===== src/rtl/rx_fifo_ctrl.sv =====
// Receive-side FIFO between the UART receiver and the APB register block.
// First-word-fall-through data, registered status flags and a sticky overflow bit.
module rx_fifo_ctrl #(
  parameter int unsigned ADDR_W    = 4,
  parameter int unsigned DATA_W    = 8,
  parameter int unsigned AFULL_LVL = 12
) (
  input  logic              clk,
  input  logic              reset_n,
  input  logic              fifo_write,
  input  logic [DATA_W-1:0] rx_byte,
  input  logic              read_rx_byte,
  output logic [DATA_W-1:0] rx_data,
  output logic              rx_empty,
  output logic              rx_full,
  output logic              receive_full,
  output logic              almost_full,
  output logic [ADDR_W:0]   rx_level,
  output logic              overflow
);

  localparam int unsigned DEPTH = 2 ** ADDR_W;
  localparam logic [ADDR_W:0]   DepthLvl = (ADDR_W + 1)'(DEPTH);
  localparam logic [ADDR_W:0]   AfullLvl = (ADDR_W + 1)'(AFULL_LVL);
  localparam logic [ADDR_W:0]   LvlOne   = (ADDR_W + 1)'(1);
  localparam logic [ADDR_W-1:0] PtrOne   = ADDR_W'(1);

  logic [DATA_W-1:0] mem_q [DEPTH];
  logic [ADDR_W-1:0] wr_ptr_q, rd_ptr_q;
  logic [ADDR_W:0]   level_q, level_d;
  logic              empty_q, full_q, afull_q, overflow_q;
  logic              wr_req, rd_req, wr_ok, rd_ok;

  always_comb begin
    wr_req = ~fifo_write;
    rd_req = read_rx_byte;
    // A read in the same cycle frees the head slot, so a write at full still fits.
    wr_ok  = wr_req & (~full_q | rd_req);
    rd_ok  = rd_req & ~empty_q;
    level_d = level_q;
    if (wr_ok && !rd_ok) begin
      level_d = level_q + LvlOne;
    end else if (rd_ok && !wr_ok) begin
      level_d = level_q - LvlOne;
    end
  end

  always_ff @(posedge clk or negedge reset_n) begin
    if (!reset_n) begin
      wr_ptr_q   <= '0;
      rd_ptr_q   <= '0;
      level_q    <= '0;
      empty_q    <= 1'b1;
      full_q     <= 1'b0;
      afull_q    <= 1'b0;
      overflow_q <= 1'b0;
    end else begin
      if (wr_ok) wr_ptr_q <= wr_ptr_q + PtrOne;
      if (rd_ok) rd_ptr_q <= rd_ptr_q + PtrOne;
      level_q <= level_d;
      // Flags come from the next-state level so they line up with rx_level.
      empty_q <= (level_d == '0);
      full_q  <= (level_d == DepthLvl);
      afull_q <= (level_d >= AfullLvl);
      if (rd_req) begin
        overflow_q <= 1'b0;
      end else if (wr_req && full_q) begin
        overflow_q <= 1'b1;
      end
    end
  end

  // Storage carries no reset; the empty flag masks stale contents.
  always_ff @(posedge clk) begin
    if (wr_ok) mem_q[wr_ptr_q] <= rx_byte;
  end

  assign rx_data      = empty_q ? '0 : mem_q[rd_ptr_q];
  assign rx_empty     = empty_q;
  assign rx_full      = full_q;
  assign receive_full = ~empty_q;
  assign almost_full  = afull_q;
  assign rx_level     = level_q;
  assign overflow     = overflow_q;

endmodule


===== config.mk =====
export PLATFORM = sky130hd
export DESIGN_NAME = rx_fifo_ctrl
export DESIGN_NICKNAME = d
export VERILOG_FILES = /design/src/rtl/rx_fifo_ctrl.sv
export SDC_FILE = /design/constraint.sdc
export NUM_CORES = 1
export LEC_CHECK = 0
export CAP_MARGIN = 20
export CORE_MARGIN = 5
export CORE_UTILIZATION = 55
export CTS_CLUSTER_SIZE = 16
export DETAILED_ROUTE_END_ITERATION = 8
export MAX_ROUTING_LAYER = met4
export PLACE_DENSITY = 0.83
export SYNTH_ARGS = -nofsm -noshare
export SYNTH_HDL_FRONTEND = slang
export SYNTH_SLANG_ARGS = --single-unit

===== constraint.sdc =====
create_clock -name clk -period 2.4 [get_ports clk]
set_input_delay 0.36 -clock clk [delete_from_list [all_inputs] [get_ports clk]]
set_output_delay 0.36 -clock clk [all_outputs]
set_load 0.005 [all_outputs]

==> summary.txt <==
Outcome
  • Status: complete, but fails checks
  • Failing checks: negative setup slack

STA
  • Final period utilization: 112.9%
  • Rel. slew slack: a little under 50%
  • Final min period: ~2.7 ns
  • Number of hold violations in the final report: 0
  • Measured slew at the worst slew-check pin: between 0.7 and 0.8 ns
  • Max Fclk: approximately 370 MHz
  • Final setup TNS: -2.134 ns
  • RSZ-0062 raised after global routing: yes
  • Final Worst Setup Slack: -0.3103 ns
  • Final Max Slew Viols: 0
  • Worst Clk Skew: 0.01018 ns
  • Setup violators final: 8

Worst hold path
  • Hold crit path type: in2async

Floorplanning
  • Row count: 38
  • Die width: 114.1 µm
  • Total core area: 0.01075 mm²
  • Initial Util: 55.45%
  • Die Area: around 0.013 mm²
  • Die Height: 114.1 µm
  • Num ports: 30

Pwr
  • Reg power frac: between 30% and 40%
  • Internal power: 6.163 mW
  • Max IR drop VDD: a little over 0.0006 V
  • Clock power share: between 20% and 30%
  • Pwr/cell area: 1234 mW/mm²
  • Combinational power share: 35.8%
  • Pleak: approximately 2.5 nW
  • Sw Ratio: 31.32%
  • Sw power: 2.811 mW

Clocking
  • Htree depth: 4
  • CTS tree: done
  • Root Driver: clkbuf_8
  • Total CTS buffers: 17
  • Reg clk slew, reported paths: approximately 0.06 ns
  • Clock sink count: between 100 and 150
  • Clock Latency Late Sink: 0.52 ns
  • Clock Path Buffers: 2
  • # hold bufs at CTS: 0

Drt
  • DRC violations left: 0
  • Vias/cell: around 6.1
  • Routed WL per cell: 23.46 µm
  • Via count: 3,314
  • DRT antenna net count: 0
  • Final wirelength: roughly 13 mm
  • DR pass1 iterations: 5
  • DRT iter0 DRCs: about 330

Placement
  • Place WS: -0.01739 ns
  • Port bufs: 29
  • GPL Wtd Cong: a little over 0.8
  • Detailed Place HPWL: 7.326 mm

Setup path
  • R2R cell count: 5
  • Kind of critical path: reg2out
  • Crit path DAT: ~2.4 ns
  • Critical Path RT: approximately 2 ns
  • Crit Path Max Fanout: 6
  • Setup crit start kind: register
  • Setup crit end kind: primary output

Synthesis
  • Commonest register cell after synthesis: edfxtp_1
  • Post-synth ARST share: between 10% and 20%
  • Cell Area, Synth: a little under 0.006 mm²
  • Synth top area share: 64.51%
  • Synth top cells by count: edfxtp_1, mux4_2, dfrtp_1, a21oi_1, and2_1
  • Syn. warnings: 0
  • Post-synth top area cell: edfxtp_1
  • Seq cells post-synth: roughly 150
  • Most frequent cell after synthesis: edfxtp_1
  • Seq/Total Area, Yosys: a little under three quarters
  • Mapped Cells: roughly 330
  • Yosys cell types: 47
  • Synthesized Nets: approximately 340
  • Ranking of synthesized cells by area: edfxtp_1, mux4_2, dfrtp_1
  • Avg Cell Area, Syn: roughly 18 µm²
  • Post-synth EDFFs: around 130

Final layout
  • Layout cells sized above 1: between 30 and 40%
  • Fin nets: roughly 410
  • P&R area growth vs syn: 22.03%
  • Diode count: 0
  • Fillers: slightly below 700

Global routing
  • Initial antenna violation count: 0
  • Gr ovfl total: 0
  • First-pass GRT wire length: approximately 20 mm
  • Largest net degree at the start of global routing: 37
  • GRT Total Usage: 21.27%
  • Vias in the first global route: between 3,000 and 4,000

Run
  • MaxCap Viol Count: 0
==> power by group through the flow <==
stage               clock, mW  sequential, mW  combinational (mW)
global route             2.51            3.43                3.44
global placement            0            3.40                2.66
floorplan                   0            3.27                1.75
finish                   2.36            3.39                3.22
CTS                      2.38            3.39                3.09
detailed placement          0            3.42                2.75
==> state kept, by name, summed over array words and instances, names as in the netlist <==
name	cells
almost_full	1
mem_q	128
overflow	1
rd_ptr_q	4
rx_empty	1
rx_full	1
rx_level	5
wr_ptr_q	4
==> layout by cell type, fill, tap and decap left out, drive strengths merged, types with 3 or more instances in the layout <==
cell | synthesis | layout
a21oi | 13 | 13
a22oi | 12 | 12
a31oi | 5 | 5
and2 | 13 | 13
and4 | 4 | 4
buf | 12 | 42
clkbuf | 7 | 17
clkdlybuf4s50 | 0 | 21
clkinv | 0 | 7
clkinvlp | 0 | 4
dfrtp | 16 | 16
edfxtp | 128 | 128
ha | 7 | 7
inv | 7 | 9
mux2i | 4 | 4
mux4 | 30 | 30
nand2 | 8 | 8
nand4 | 3 | 3
nor2 | 10 | 10
nor2b | 4 | 4
o211ai | 3 | 3
xnor2 | 9 | 9
==> per-stage QoR <==
stage,area (µm²),std cells,power [mW],hold WS (ns),utilization (%)
detailed placement,6511,495,6.169,0.4893,60.60
global placement,6511,495,6.058,0.4849,60.60
finish,7271,540,8.974,0.2973,67.66
global route,7271,540,9.378,0.3613,67.66
CTS,7234,537,8.858,0.3168,67.33
floorplan,5958,325,5.018,0.06441,-
==> path summary, 6_finish.rpt <==
path,startpoint,endpoint,slack [ns]
hold reg to reg,overflow$_DFFE_PN0P_,overflow$_DFFE_PN0P_,0.50
hold / removal,reset_n,overflow$_DFFE_PN0P_,0.30
setup reg to reg,rx_full$_DFF_PN0_,mem_q[2][5]$_DFFE_PP_,0.25
max in group asynchronous,reset_n,rd_ptr_q[0]$_DFFE_PN0P_,1.58
min in group clk,overflow$_DFFE_PN0P_,overflow$_DFFE_PN0P_,0.50
setup / recovery,rd_ptr_q[0]$_DFFE_PN0P_,rx_data[4],-0.31
==> area by class of cell <==
cell class	count	area, µm²	area share, %
Tap cell	140	175.2	2.409
Multi-Input combinational cell	154	1639	22.54
Timing Repair Buffer	63	628.1	8.639
Clock inverter	14	116.4	1.600
Inverter	7	26.28	0.3614
Sequential cell	145	4272	58.75
Clock buffer	17	414.1	5.696
==> metal layers <==
metal / share of wire [%] / track usage, %
met3: 5.9 / 4.228
met2: 53 / 33.68
met1: 40 / 27.72
met4: 1.7 / 7.918
met5: 0 / -
==> worst max-delay path, stage by stage (launching register included) <==
cell	delay [ns]
dfrtp_2	0.48
buf_4	0.16
buf_6	0.10
buf_16	0.12
mux4_2	0.51
o211ai_1	0.20
a21oi_1	0.11
buf_2	0.16
==> logic make-up after synthesis <==
kind of cell / after synthesis / share of synthesized area (%)
XOR/XNOR: 11 / 1.617
AND/OR/NAND/NOR: 59 / 6.216
multiplexers: 35 / 12.20
buffers and inverters: 26 / 2.142
AO/OA/AOI/OAI: 42 / 4.683
flip-flops: 145 / 71.67
adder cells (fa/ha/maj): 7 / 1.470
==> repair_timing <==
action                                  4_1_cts  5_1_grt
cloned                                        1        0
hold endpoints to repair                      0        0
endpoints found under the setup margin        8        8
resized for setup                            60        3
buffers inserted                             10        3
pin swaps                                    14        1
Note: power is estimated with default switching activity, not from simulation.
